## config.mk

```make
export PLATFORM = sky130hd
export DESIGN_NAME = packet_transmitter_flat
export DESIGN_NICKNAME = d
export VERILOG_FILES = /design/src/rtl/packet_transmitter_if.sv /design/src/rtl/packet_transmitter.sv /design/src/flat_wrapper.sv
export SDC_FILE = /design/constraint.sdc
export NUM_CORES = 1
export LEC_CHECK = 0
export CAP_MARGIN = 20
export CORE_MARGIN = 2
export CORE_UTILIZATION = 42
export CTS_CLUSTER_SIZE = 40
export DETAILED_ROUTE_END_ITERATION = 16
export PLACE_DENSITY = 0.76
export SLEW_MARGIN = 20
export SYNTH_ARGS = -nofsm -noshare
export SYNTH_HDL_FRONTEND = slang
export SYNTH_SLANG_ARGS = --single-unit
```

## constraint.sdc

```tcl
create_clock -name clk -period 3.85 [get_ports clk]
set_input_delay 0.77 -clock clk [delete_from_list [all_inputs] [get_ports clk]]
set_output_delay 0.77 -clock clk [all_outputs]
set_load 0.005 [all_outputs]
```

## src/rtl/packet_transmitter_if.sv

```systemverilog
// ----------------------------------------------------------------------------
// packet_transmitter_if
//
// Purpose:
//   Groups the request, payload, flit-output and credit signals of the
//   packet transmitter into one bundle. The transmitter connects through the
//   master modport. The environment (request source, payload source, receiver
//   and credit return path) connects through the slave modport.
//
// Signal summary:
//   req_valid / req_ready        send-request handshake
//   req_to_addr                  destination address of the request
//   req_n_body                   number of body flits (0 = header only)
//   payload / payload_valid /    body data stream; a word is consumed on an
//   payload_ready                edge where valid and ready are both high
//   out_flit / out_flit_valid    registered flit output toward the receiver
//   credit_return                one downstream slot freed (pulse)
//   credits                      current credit count
//   busy                         a packet is in progress
//   err_len                      one-cycle pulse, request rejected for length
//   packets_sent                 wrapping count of completed packets
// ----------------------------------------------------------------------------
interface packet_transmitter_if #(
  parameter int FLIT_SIZE = 64,
  parameter int TO_W      = 8,
  parameter int LW        = 8,
  parameter int CREDITS   = 256,
  parameter int CNT_W     = $clog2(CREDITS) + 1
);

  logic                 req_valid;
  logic                 req_ready;
  logic [TO_W-1:0]      req_to_addr;
  logic [LW-1:0]        req_n_body;
  logic [FLIT_SIZE-1:0] payload;
  logic                 payload_valid;
  logic                 payload_ready;
  logic [FLIT_SIZE-1:0] out_flit;
  logic                 out_flit_valid;
  logic                 credit_return;
  logic [CNT_W-1:0]     credits;
  logic                 busy;
  logic                 err_len;
  logic [15:0]          packets_sent;

  // Transmitter side
  modport master (
    input  req_valid, req_to_addr, req_n_body,
    input  payload, payload_valid,
    input  credit_return,
    output req_ready, payload_ready,
    output out_flit, out_flit_valid,
    output credits, busy, err_len, packets_sent
  );

  // Environment side: request/payload source plus receiver credit path
  modport slave (
    output req_valid, req_to_addr, req_n_body,
    output payload, payload_valid,
    output credit_return,
    input  req_ready, payload_ready,
    input  out_flit, out_flit_valid,
    input  credits, busy, err_len, packets_sent
  );

endinterface

```

## src/rtl/packet_transmitter.sv

```systemverilog
// ----------------------------------------------------------------------------
// packet_transmitter
//
// Purpose:
//   Source end of a flit link into a packet-buffer style receiver. A send
//   request (destination, body length) is turned into one header flit
//   followed by the body flits taken from the payload stream. The receiver
//   cannot push back, so every emitted flit spends one credit and the
//   receiver hands credits back with credit_return pulses.
//
// Ports:
//   clk   in  clock
//   rst   in  asynchronous reset, active high
//   tx    packet_transmitter_if.master (request, payload, flit output,
//         credit return, status counters)
// ----------------------------------------------------------------------------
module packet_transmitter #(
  parameter int FLIT_SIZE          = 64,
  parameter int NODE_ADDR          = 0,
  parameter int CREDITS            = 256,
  parameter int TO_ADDRESS_MSB     = 63,
  parameter int TO_ADDRESS_LSB     = 56,
  parameter int FROM_ADDRESS_MSB   = 55,
  parameter int FROM_ADDRESS_LSB   = 48,
  parameter int PACKET_LENGTH_MSB  = 47,
  parameter int PACKET_LENGTH_LSB  = 40
) (
  input logic                  clk,
  input logic                  rst,
  packet_transmitter_if.master tx
);

  localparam int TO_W   = TO_ADDRESS_MSB - TO_ADDRESS_LSB + 1;
  localparam int FROM_W = FROM_ADDRESS_MSB - FROM_ADDRESS_LSB + 1;
  localparam int LW     = PACKET_LENGTH_MSB - PACKET_LENGTH_LSB + 1;
  localparam int CNT_W  = $clog2(CREDITS) + 1;

  // The length field counts the header too, so the largest legal body is
  // one less than the largest encodable length: 2^LW - 2.
  localparam logic [LW-1:0]     MAX_BODY   = {{(LW-1){1'b1}}, 1'b0};
  localparam logic [FROM_W-1:0] NODE_FIELD = FROM_W'(NODE_ADDR);
  localparam logic [CNT_W-1:0]  CRED_FULL  = CNT_W'(CREDITS);

  typedef enum logic [1:0] {
    IDLE,
    HEADER,
    BODY
  } state_e;

  state_e               state_q, state_d;
  logic [FLIT_SIZE-1:0] header_q, header_d;
  logic [LW-1:0]        remaining_q, remaining_d;
  logic [FLIT_SIZE-1:0] out_flit_q, out_flit_d;
  logic                 out_valid_q, out_valid_d;
  logic [CNT_W-1:0]     credits_q, credits_d;
  logic [15:0]          sent_q, sent_d;
  logic                 err_q, err_d;

  logic                 req_ready;
  logic                 payload_ready;
  logic                 req_fire;
  logic                 payload_fire;
  logic [FLIT_SIZE-1:0] new_header;

  // Handshake readiness. Both are forced low while reset is held so that
  // nothing is accepted during the asynchronous reset window.
  always_comb begin
    req_ready     = (state_q == IDLE) && !rst;
    payload_ready = (state_q == BODY) && (credits_q != '0) && !rst;
    req_fire      = tx.req_valid && req_ready;
    payload_fire  = tx.payload_valid && payload_ready;
  end

  // Header flit assembled from the request: destination, our own node
  // address and total length (body + header). All other bits stay zero.
  always_comb begin
    new_header = '0;
    new_header[TO_ADDRESS_MSB:TO_ADDRESS_LSB]       = tx.req_to_addr[TO_W-1:0];
    new_header[FROM_ADDRESS_MSB:FROM_ADDRESS_LSB]   = NODE_FIELD;
    new_header[PACKET_LENGTH_MSB:PACKET_LENGTH_LSB] = tx.req_n_body + LW'(1);
  end

  // Next-state logic. out_valid_d defaults low so a flit is flagged valid
  // for exactly one cycle; out_flit_d defaults to hold so the last flit
  // stays on the bus while idle or stalled.
  always_comb begin
    state_d     = state_q;
    header_d    = header_q;
    remaining_d = remaining_q;
    out_flit_d  = out_flit_q;
    out_valid_d = 1'b0;
    sent_d      = sent_q;
    err_d       = 1'b0;

    unique case (state_q)
      IDLE: begin
        if (req_fire) begin
          if (tx.req_n_body > MAX_BODY) begin
            err_d = 1'b1;
          end else begin
            header_d    = new_header;
            remaining_d = tx.req_n_body;
            state_d     = HEADER;
          end
        end
      end

      HEADER: begin
        if (credits_q != '0) begin
          out_flit_d  = header_q;
          out_valid_d = 1'b1;
          if (remaining_q != '0) begin
            state_d = BODY;
          end else begin
            state_d = IDLE;
            sent_d  = sent_q + 16'd1;
          end
        end
      end

      BODY: begin
        if (payload_fire) begin
          out_flit_d  = tx.payload;
          out_valid_d = 1'b1;
          remaining_d = remaining_q - LW'(1);
          if (remaining_q == LW'(1)) begin
            state_d = IDLE;
            sent_d  = sent_q + 16'd1;
          end
        end
      end

      default: begin
        state_d = IDLE;
      end
    endcase
  end

  // Credit accounting. An emission and a return on the same edge cancel.
  // A lone return while already full is dropped so the count saturates at
  // the downstream depth. The count cannot underflow because nothing is
  // emitted unless at least one credit is available.
  always_comb begin
    credits_d = credits_q;
    unique case ({out_valid_d, tx.credit_return})
      2'b10:   credits_d = credits_q - CNT_W'(1);
      2'b01:   if (credits_q != CRED_FULL) credits_d = credits_q + CNT_W'(1);
      default: credits_d = credits_q;
    endcase
  end

  // State and datapath registers. Reset abandons any packet in flight and
  // restores the full credit pool; the receiver is expected to be reset
  // alongside so its buffer matches.
  always_ff @(posedge clk or posedge rst) begin
    if (rst) begin
      state_q     <= IDLE;
      header_q    <= '0;
      remaining_q <= '0;
      out_flit_q  <= '0;
      out_valid_q <= 1'b0;
      credits_q   <= CRED_FULL;
      sent_q      <= '0;
      err_q       <= 1'b0;
    end else begin
      state_q     <= state_d;
      header_q    <= header_d;
      remaining_q <= remaining_d;
      out_flit_q  <= out_flit_d;
      out_valid_q <= out_valid_d;
      credits_q   <= credits_d;
      sent_q      <= sent_d;
      err_q       <= err_d;
    end
  end

  assign tx.req_ready      = req_ready;
  assign tx.payload_ready  = payload_ready;
  assign tx.out_flit       = out_flit_q;
  assign tx.out_flit_valid = out_valid_q;
  assign tx.credits        = credits_q;
  assign tx.busy           = (state_q != IDLE);
  assign tx.err_len        = err_q;
  assign tx.packets_sent   = sent_q;

endmodule

```

## src/flat_wrapper.sv

```systemverilog
// flat-port wrapper written by rule: the top's interface ports become plain ports
module packet_transmitter_flat 
#(
  parameter int FLIT_SIZE          = 64,
  parameter int NODE_ADDR          = 0,
  parameter int CREDITS            = 256,
  parameter int TO_ADDRESS_MSB     = 63,
  parameter int TO_ADDRESS_LSB     = 56,
  parameter int FROM_ADDRESS_MSB   = 55,
  parameter int FROM_ADDRESS_LSB   = 48,
  parameter int PACKET_LENGTH_MSB  = 47,
  parameter int PACKET_LENGTH_LSB  = 40
)
  (clk, rst, tx_req_valid, tx_req_to_addr, tx_req_n_body, tx_payload, tx_payload_valid, tx_credit_return, tx_req_ready, tx_payload_ready, tx_out_flit, tx_out_flit_valid, tx_credits, tx_busy, tx_err_len, tx_packets_sent);
  packet_transmitter_if #(.FLIT_SIZE(FLIT_SIZE), .TO_W(8), .LW(8), .CREDITS(CREDITS)) tx_i ();
  input logic clk;
  input logic rst;
  input wire logic [$bits(tx_i.req_valid)-1:0] tx_req_valid;
  input wire logic [$bits(tx_i.req_to_addr)-1:0] tx_req_to_addr;
  input wire logic [$bits(tx_i.req_n_body)-1:0] tx_req_n_body;
  input wire logic [$bits(tx_i.payload)-1:0] tx_payload;
  input wire logic [$bits(tx_i.payload_valid)-1:0] tx_payload_valid;
  input wire logic [$bits(tx_i.credit_return)-1:0] tx_credit_return;
  output wire logic [$bits(tx_i.req_ready)-1:0] tx_req_ready;
  output wire logic [$bits(tx_i.payload_ready)-1:0] tx_payload_ready;
  output wire logic [$bits(tx_i.out_flit)-1:0] tx_out_flit;
  output wire logic [$bits(tx_i.out_flit_valid)-1:0] tx_out_flit_valid;
  output wire logic [$bits(tx_i.credits)-1:0] tx_credits;
  output wire logic [$bits(tx_i.busy)-1:0] tx_busy;
  output wire logic [$bits(tx_i.err_len)-1:0] tx_err_len;
  output wire logic [$bits(tx_i.packets_sent)-1:0] tx_packets_sent;
  assign tx_i.req_valid = tx_req_valid;
  assign tx_i.req_to_addr = tx_req_to_addr;
  assign tx_i.req_n_body = tx_req_n_body;
  assign tx_i.payload = tx_payload;
  assign tx_i.payload_valid = tx_payload_valid;
  assign tx_i.credit_return = tx_credit_return;
  assign tx_req_ready = tx_i.req_ready;
  assign tx_payload_ready = tx_i.payload_ready;
  assign tx_out_flit = tx_i.out_flit;
  assign tx_out_flit_valid = tx_i.out_flit_valid;
  assign tx_credits = tx_i.credits;
  assign tx_busy = tx_i.busy;
  assign tx_err_len = tx_i.err_len;
  assign tx_packets_sent = tx_i.packets_sent;
  packet_transmitter #(.FLIT_SIZE(FLIT_SIZE), .NODE_ADDR(NODE_ADDR), .CREDITS(CREDITS), .TO_ADDRESS_MSB(TO_ADDRESS_MSB), .TO_ADDRESS_LSB(TO_ADDRESS_LSB), .FROM_ADDRESS_MSB(FROM_ADDRESS_MSB), .FROM_ADDRESS_LSB(FROM_ADDRESS_LSB), .PACKET_LENGTH_MSB(PACKET_LENGTH_MSB), .PACKET_LENGTH_LSB(PACKET_LENGTH_LSB)) u_core (.clk(clk), .rst(rst), .tx(tx_i));
endmodule
```

==> results of run 1 <==
cell usage after synthesis, types with 3 or more instances:
| master | n |
|---|---|
| o22a_1 | 8 |
| nand3_1 | 8 |
| nand2_1 | 131 |
| nor4_1 | 8 |
| and3b_1 | 3 |
| nor3b_1 | 3 |
| clkbuf_2 | 4 |
| nand4_1 | 5 |
| and3_1 | 5 |
| dfrtp_1 | 116 |
| inv_1 | 16 |
| xnor2_1 | 7 |
| nor3_1 | 7 |
| clkbuf_1 | 14 |
| o21ai_0 | 78 |
| buf_2 | 6 |
| xor2_1 | 21 |
| nor2_1 | 12 |
| ha_1 | 16 |
| mux2i_1 | 19 |
| a31oi_1 | 5 |
| buf_6 | 4 |
| a21oi_1 | 9 |
| mux2_2 | 15 |
| or4_1 | 3 |
per-stage QoR:
step	setup WS (ps)	power, W	utilization	instance area [um^2]
floorplan	152	0.00361	-	5650
global placement	291	0.00480	0.578	7620
detailed placement	168	0.00493	0.578	7620
CTS	59.9	0.00656	0.623	8220
global route	130	0.00696	0.624	8230
finish	324	0.00650	0.624	8230
worst max-delay path: stages, from the launching register on:
cell,delay [ps]
dfrtp_1,380
inv_1,140
ha_4,160
buf_6,510
inv_1,300
nor3_1,280
clkdlybuf4s50_1,540
per-layer routing:
metal / up-vias / wire length [um] / global-route usage
li1: 2313 / - / -
met1: 2247 / 6650 / 0.279
met2: 192 / 6870 / 0.336
met3: 18 / 1100 / 0.0632
met4: 0 / 217 / 0.0699
met5: - / 0 / 0
logic make-up after synthesis:
group,Yosys count,synth area share
flops,117,0.518
compound gates,120,0.131
xor+xnor,28,0.0434
mux,35,0.0662
buf+inv,46,0.0388
simple gates,199,0.163
fa+ha+maj,17,0.0390
how the worst min path moves through the flow:
stage,startpoint,end,slack (ps),cells after the start
finish,u_core.header_q[46],u_core.header_q[46],480,2
global route,u_core.tx.out_flit[34],u_core.tx.out_flit[34],500,2
CTS,u_core.tx.out_flit[55],u_core.tx.out_flit[55],480,2
detailed placement,u_core.tx.out_flit[55],u_core.tx.out_flit[55],470,2
global placement,u_core.tx.packets_sent[15],u_core.tx.packets_sent[15],460,1
floorplan,u_core.header_q[40],u_core.header_q[40],450,2
final cells by class:
| cell class | count | area (um^2) | share of cell area |
|---|---|---|---|
| Clock inverter | 9 | 126 | 0.0154 |
| Sequential cell | 117 | 2930 | 0.356 |
| Timing Repair Buffer | 190 | 1890 | 0.230 |
| Multi-Input combinational cell | 399 | 2520 | 0.307 |
| Inverter | 16 | 63.8 | 0.00776 |
| Tap cell | 176 | 220 | 0.0268 |
| Clock buffer | 22 | 474 | 0.0576 |
power breakdown:
part	internal [W]	leakage (nW)	total [W]	switching (W)
logic	0.00147	1.70	0.00273	0.00127
clock network	0.00106	0.296	0.00160	0.000538
registers	0.00178	1.51	0.00217	0.000390
layout by cell type (no fill, tap or decap), types with 9 or more instances in the layout:
cell,count
clkdlybuf4s50_1,178
nand2_1,131
dfrtp_1,116
o21ai_0,78
xor2_1,21
mux2i_1,19
clkbuf_16,17
inv_1,15
mux2_2,15
ha_1,15
nor2_1,12
buf_4,10
a21oi_1,9
what timing repair did:
item	4_1_cts	5_1_grt
hold buffers	0	0
endpoints found under the setup margin	0	1
resized for setup	0	1
flip-flops by register name, indices dropped and copies added, names as in the netlist:
signal                    cells
u_core.tx.out_flit_valid      1
u_core.tx.err_len             1
u_core.state_q                2
u_core.tx.packets_sent       16
u_core.tx.out_flit           64
u_core.header_q              16
u_core.remaining_q            8
u_core.tx.credits             9
==> impl_metrics.yaml, run 1 <==
status:
  status: "finished, final reports clean"
global_routing:
  antenna_found_initial: 1
  grt_usage: 0.212
  first_global_vias: 4753
  grt_pass1_wl_um: 24100
  grt_overflow_total: 0
  grt_max_degree: 86
setup_path:
  endpoint: "tx_payload_ready"
  r2r_cells: 12
  cp_max_fo: 85
  cp_data_required_time_ps: 3080
  path_class: "reg2out"
  r2r-end: "u_core.tx.credits[7]"
  regToRegSetupSlack_ps: 550
  arrival_ps: 2760
  reg2reg_from: "u_core.tx.credits[4]"
  cp-start-kind: "flop"
  crit_start: "u_core.state_q[0]"
  crit_path_end_kind: "output port"
drt:
  routed_wl_um: 14800
  postRouteAntennaNets: 0
  drc: 0
  routedWlPerCell_um: 16.0
  vias_per_cell: 5.13
  initialDrtViolationCount: 322
  via_count: 4770
  dr.pass1.iters: 4
sta:
  fin_hold_ws_ps: 477
  slew_viol_final: 0
  fin_skew_ps: 7.81
  fmax_ghz: 0.284
  period_minus_slack_ps: 3530
  relSlewSlack: 0.399
  finalCritPeriodShare: 0.916
  finalSetupViolCount: 0
  tightest_slew_ps: 901
  rsz0062_at_grt: "false"
  tns_ps: 0
  finalHoldViolCount: 0
synth:
  synth-edff-count: 0
  syn_area_um2: 5650
  synth_ff_type: "dfrtp_1"
  synthCells: 562
  synth_area_leaders: "dfrtp_1 (51%), nand2_1 (8.7%), o21ai_0 (6.9%)"
  syn-num-nets: 664
  yosys_warnings: 0
  yosysTopAreaCellShare: 0.514
  yosysSeqAreaShare: 0.518
  synthArstFlopShare: 1.00
  yosys.cell_types.count: 58
  synth_largest_area_cell: "dfrtp_1"
  avgSynthCellArea_um2: 10.1
  ys_ff_latch: 117
clock_tree:
  clockBufferDepth: 2
  cts_tree: "yes"
  cts_sinks: 117
  cts-buffers-inserted: 17
  root_buffer: "clkbuf_16"
  post_cts_buffers: 0
  path_clk_slew_ps: 50
  h-tree-depth: 4
  clkLatencyLatePin_ps: 410
hold_path:
  hp-class: "reg2reg"
flow_run:
  drv_cap: 0
placement:
  gp_congestion: 0.853
  dpl.cell_count: 898
  dp_hpwl_um: 10500
  io_buffers: 178
cells_and_area:
  layout.cells.non_filler: 929
  syn2layout_area_growth_pct: 45.6
  antenna-diode-count: 0
  drive_above_1_share: 0.0956
  nNetsFinal: 843
  n_fill_cell: 1094
floorplan:
  rows: 42
  initial_core_util: 0.428
  die-area_um2: 14400
  placeableCoreArea_um2: 13200
  ios: 179
  die_w_um: 120
  fp.dieH_um: 120
power_and_ir_drop:
  p_leak_nw: 3.51
  p_per_area_nw_per_um2: 790
  ir_drop_mv: 0.522
Power figures use the tool's default switching activity.
==> inputs of run 2 (changes only) <==
- clock period: 3.85 -> 3.2 ns (I/O delays scaled with it)
==> run 2 against run 1 <==
Core utilization is 0.50 points higher. Critical path depth is 3 higher. Combinational power rose by 27%. Die area is the same. Critical path type is now reg2reg. Largest power group unchanged.
==> impl_metrics.yaml, run 2 (synthesis gave the netlist of run 1 again) <==
placement:
  dp_hpwl_um: 10100
  gp_congestion: 0.863
  place_area_um2: 7720
  io_buffers: 178
sta:
  period_minus_slack_ps: 3030
  relSlewSlack: 0.363
  fin_skew_ps: 6.39
  finalHoldViolCount: 0
  tns_ps: 0
  fmax_ghz: 0.330
  rsz0062_at_grt: "false"
  finalCritPeriodShare: 0.946
  slew_viol_final: 0
  tightest_slew_ps: 955
  finalSetupViolCount: 0
power_and_ir_drop:
  ir_drop_mv: 0.597
  p_per_area_nw_per_um2: 948
  p_leak_nw: 3.53
  total_power_w: 0.00786
cells_and_area:
  mostFrequentLayoutCell: "clkdlybuf4s50_1"
  syn2layout_area_growth_pct: 46.8
  drive_above_1_share: 0.109
  antenna-diode-count: 0
  fin_area_um2: 8290
  final_cell_mix: "clkdlybuf4s50_1 (178), nand2_1 (131), dfrtp_1 (116)"
  n_fill_cell: 1047
  nNetsFinal: 853
  largest_reg_flops: 64
floorplan:
  fp.dieH_um: 120
  ios: 179
  placeableCoreArea_um2: 13200
  initial_core_util: 0.428
  die_w_um: 120
  die-area_um2: 14400
  rows: 42
clock_tree:
  clkLatencyLatePin_ps: 400
  cts_hold_buffers: 0
  cts_sinks: 117
  cts_tree: "yes"
  post_cts_buffers: 0
  cts-resized-gates: 0
  path_clk_slew_ps: 50
  h-tree-depth: 4
  root_buffer: "clkbuf_16"
  cts-buffers-inserted: 17
  clockBufferDepth: 2
setup_path:
  cp_data_required_time_ps: 3490
  cp-start-kind: "flop"
  arrival_ps: 3310
  crit_path_end_kind: "flop"
  path_class: "reg2reg"
  cp_max_fo: 7
hold_path:
  hp-class: "reg2reg"
global_routing:
  use_met3: 0.0480
  first_global_vias: 4830
  grt_overflow_total: 0
  met1_usage: 0.267
  grt_usage: 0.204
  antenna_found_initial: 0
  grt_max_degree: 129
  grt.busiest_layer: "met2"
  met2_usage: 0.330
  grt_pass1_wl_um: 23600
drt:
  routed_wl_um: 14200
  routedWlPerCell_um: 15.2
  drc: 0
  via_count: 4855
  postRouteAntennaNets: 0
  vias_per_cell: 5.19
  dr.pass1.iters: 4
  initialDrtViolationCount: 233
status:
  status: "finished, final reports clean"
flow_run:
  drv_cap: 0
==> run 2: cell count changes in the layout (fill, tap and decap cells not counted), moves of 2 or more <==
cell | before | now
buf_4 | 10 | 21
nor4_1 | 8 | 6
o21ai_0 | 78 | 16
o21ai_1 | 2 | 63
==> run 2: path summary, 6_finish.rpt <==
| check | startpoint | to | slack (ps) | cells past startpoint |
|---|---|---|---|---|
| max | u_core.tx.credits[4] | u_core.tx.credits[7] | 170 | 9 |
| min | u_core.tx.packets_sent[15] | u_core.tx.packets_sent[15] | 470 | 1 |
| max reg2reg | u_core.tx.credits[4] | u_core.tx.credits[7] | 170 | 9 |
| min reg2reg | u_core.tx.packets_sent[15] | u_core.tx.packets_sent[15] | 470 | 1 |
| max in group asynchronous | rst | u_core.tx.out_flit[22] | 970 | 5 |
| min in group asynchronous | rst | u_core.tx.packets_sent[0] | 980 | 4 |
==> run 2: layout make-up <==
class | instances | area, um^2 | area share
clock inverters | 6 | 80.1 | 0.00966
well taps | 176 | 220 | 0.0266
inverters | 16 | 63.8 | 0.00769
clock buffers | 21 | 470 | 0.0567
repair buffers | 200 | 1960 | 0.236
flip-flops and latches | 117 | 2930 | 0.353
multi-input cells | 399 | 2570 | 0.310
==> run 2: worst max-delay path, stage by stage, from the launching register on <==
cell and delay, ps:
dfrtp_1 420, or4_4 580, nor3_2 230, o21ai_2 170
ha_1 360, and3_1 220, a2111oi_4 370, a21oi_1 120
xor2_1 150, mux2_2 270
==> run 2: where the power goes <==
group	internal (W)	total (W)	switching, W
Sequential	0.00214	0.00260	0.000457
Combinational	0.00187	0.00348	0.00161
Clock	0.00118	0.00178	0.000602
Total	0.00518	0.00786	0.00267
==> run 2: per-stage QoR <==
step,cells,util,hold slack (ps),worst slack [ps]
after floorplan,562,-,449,-320
final,935,0.629,472,174
after global routing,935,0.629,501,23.9
after global placement,908,0.586,466,-221
after detailed placement,908,0.586,463,-326
after CTS,935,0.627,475,43.0
==> run 2: per-layer routing <==
layer,share of wire,wire [um],vias up
met5,0,0,-
met4,0.019,271,0
met3,0.060,858,28
met2,0.47,6740,169
met1,0.45,6380,2333
li1,-,-,2325
==> RTL change 1, RTL diff (config.mk and constraints of run 1) <==
Re-encode `state_e` (3 states) as one-hot, 3 bits wide.
--- a/src/rtl/packet_transmitter.sv
+++ b/src/rtl/packet_transmitter.sv
@@ -41,10 +41,10 @@
   localparam logic [FROM_W-1:0] NODE_FIELD = FROM_W'(NODE_ADDR);
   localparam logic [CNT_W-1:0]  CRED_FULL  = CNT_W'(CREDITS);
 
-  typedef enum logic [1:0] {
-    IDLE,
-    HEADER,
-    BODY
+  typedef enum logic [2:0] {
+    IDLE   = 3'b001,
+    HEADER = 3'b010,
+    BODY   = 3'b100
   } state_e;
 
   state_e               state_q, state_d;
Formal check against the unedited RTL: no difference found for any inputs over 4 cycles, from zero or initial values and one cycle with rst high; so few cycles prove little.
==> RTL change 1 against run 1 <==
- critical path depth down 3
- power is 22% lower
- non-clock buffer count fell by 2
- sequential cell count increased by 1
- worst setup slack improved by 240 ps
- routed wire length is 3.3% lower
- hold slack worse by 0.59 ps
- die area increased by 0.26%
- first-iteration DRC count down 22%
- cell area grew 0.67%
- area after synthesis rose by 0.27%
- largest power group is now sequential cells
==> RTL change 1: results <==
status:
  status: "complete, no violations"
synthesis:
  synth.top_cells.by_count: "nand2_1, dfrtp_1, o21ai_0, a21oi_1, mux2i_1"
  synth_area_leaders: "dfrtp_1, nand2_1, o21ai_0, mux2i_1, ha_1"
  ys_types: 60
  synth_cells: 568
  synth-xor-area-share: 0.04330
  muxShareOfSynthArea: 0.06561
  synth-compound-area-share: 0.1241
  synthAdderAreaFrac: 0.03225
  seq_area_frac_synth: 0.5218
  syn-num-nets: 667
placement:
  place_ws_ps: 336.5
  dp.final_hpwl_um: 10080
  finalWeightedCongestion: 0.8592
  dp_cells: 902
final_layout:
  ff_latch_area_mm2: 0.002955
  bufAreaShareNonClock: 0.2281
  flops_and_latches: 118
  clock_buffers: 25
  multi_input_cells: 406
  multi_input_area_mm2: 0.002526
  num-nets-final: 845
  drive_above_1_share: 0.09618
  clock_area_frac: 0.07614
  finish.instance_area_mm2: 0.008282
  nFillCells: 1052
global_route:
  antenna_found_initial: 0
  grt_pass1_vias: 4720
  grt_use_total: 0.2057
  grt_start_max_net_pins: 131
  grt_pass1_wl_um: 23240
setup_path:
  slowest_delay_ps: 630
  critPathLaunch: "rst"
  r2r_slack_ps: 690
  path_class: "input port to primary output"
  crit_slowest_cell: "clkdlybuf4s50_1"
  r2r-end: "u_core.tx.credits[8]$_DFFE_PP1P_"
  critPathCapture: "tx_req_ready"
  r2r_cells: 11
  crit_fanout: 5
  crit_buf_inv: 2
pwr:
  p_sw_w: 0.001494
  leakage_nw: 3.423
drt:
  wl_per_cell_um: 15.33
  drt-pass1-iter-count: 6
  vias_per_cell: 5.070
worst_hold_path:
  hp-start: "u_core.tx.out_flit[62]$_DFFE_PP0P_"
sta:
  period_minus_slack_ps: 3289
  hold-worst-slack_ps: 476.0
  worst_pin_slew_ps: 885.8
floorplanning:
  tap-cell-count: 176
## RTL change 1: cell count changes in the layout (fill, tap and decap cells not counted), moves of 5 or more
| cell | before | now |
|---|---|---|
| a21oi_1 | 9 | 23 |
| mux2_2 | 15 | 9 |
| mux2_4 | 1 | 6 |
| nor2b_1 | 0 | 5 |
| o22a_1 | 8 | 0 |
## RTL change 1: power groups by stage
stage | registers (W) | logic, W | clock network (W)
4_1_cts | 0.00184 | 0.00157 | 0.00168
2_1_floorplan | 0.00181 | 0.000888 | 0
6_report | 0.00184 | 0.00156 | 0.00165
3_5_place_dp | 0.00186 | 0.00155 | 0
3_3_place_gp | 0.00184 | 0.00150 | 0
5_1_grt | 0.00189 | 0.00174 | 0.00174
## RTL change 1: per-layer routing
metal | vias to the layer above | track usage | wire, um
met5 | - | 0 | 0
li1 | 2321 | - | -
met4 | 0 | 0.07206 | 262
met1 | 2234 | 0.2562 | 6217
met3 | 22 | 0.06702 | 883
met2 | 163 | 0.3359 | 6972
==> RTL change 2, RTL diff (config.mk and constraints of run 1) <==
Made on the original files. Take the reset off `out_flit_q` and load it in a clocked block of its own.
--- a/src/rtl/packet_transmitter.sv
+++ b/src/rtl/packet_transmitter.sv
@@ -157,7 +157,6 @@
       state_q     <= IDLE;
       header_q    <= '0;
       remaining_q <= '0;
-      out_flit_q  <= '0;
       out_valid_q <= 1'b0;
       credits_q   <= CRED_FULL;
       sent_q      <= '0;
@@ -166,12 +165,15 @@
       state_q     <= state_d;
       header_q    <= header_d;
       remaining_q <= remaining_d;
-      out_flit_q  <= out_flit_d;
       out_valid_q <= out_valid_d;
       credits_q   <= credits_d;
       sent_q      <= sent_d;
       err_q       <= err_d;
     end
+  end
+
+  always_ff @(posedge clk) begin
+    out_flit_q <= out_flit_d;
   end
 
   assign tx.req_ready      = req_ready;
Check against the original RTL: differs if rst is asserted again (counterexample within 4 cycles, from zero or initial values and one cycle with rst high); with rst held inactive, the same outputs for 4 cycles.
==> RTL change 2 against run 1 <==
- hold slack about the same
- cell area decreased by 2.5%
- area after synthesis decreased by 3.8%
- sequential cell count unchanged
- combinational power decreased by 5%
- routed wire length decreased by 16%
- worst setup slack improved by 64 ps
- power decreased by 0.19%
==> RTL change 2: results <==
status:
  status: "complete, no violations"
final_layout:
  num-nets-final: 732
  drive_above_1_share: 0.1196
drt:
  vias_per_cell: 4.958
  routed-wl-met3_um: 806
  wl_met1_um: 5693
  routed_wl_um: 12480
sta:
  skew_ps: 20.03
  worst_pin_slew_ps: 977.1
  period_minus_slack_ps: 3461
pwr:
  p_int_w: 0.004467
setup_path:
  crit_fanout: 6
  crit_slowest_cell: "or4_4"
  critPathCapture: "u_core.tx.credits[8]$_DFFE_PP1P_"
synthesis:
  avgSynthCellArea_um2: 12.35
  synth-compound-area-share: 0.06080
  muxShareOfSynthArea: 0.06541
  synth.top_cells.by_count: "edfxtp_1, dfrtp_1, and2_1, nor2_1, nand2_1"
  synth_edf_count: 64
  seq_area_frac_synth: 0.5981
placement:
  dp_cells: 784
  dp.final_hpwl_um: 8815
worst_hold_path:
  hp-start: "u_core.header_q[44]$_DFFE_PP0P_"
global_route:
  grt_start_max_net_pins: 91
  grtUsageMet1: 0.2419
  grt_pass1_vias: 4105
  met3_usage: 0.05572
[RTL change 2: changes by cell type after synthesis, moves of 6 or more]
| cell | before | now |
|---|---|---|
| a21oi_1 | 9 | 17 |
| and2_1 | 1 | 48 |
| dfrtp_1 | 116 | 52 |
| edfxtp_1 | 0 | 64 |
| mux2_2 | 15 | 25 |
| mux2i_1 | 19 | 4 |
| nand2_1 | 131 | 26 |
| nand3_1 | 8 | 14 |
| nor2_1 | 12 | 29 |
| nor4_1 | 8 | 1 |
| o21ai_0 | 78 | 11 |
[RTL change 2: layout make-up]
class / count / area [um^2]
inverter: 16 / 60.06
clock inverter: 14 / 136.4
timing repair buffer: 186 / 1854
clock buffer: 18 / 429.2
tap: 172 / 215.2
fill: 966 / 4597
sequential: 117 / 3249
multi-input combinational: 293 / 2078
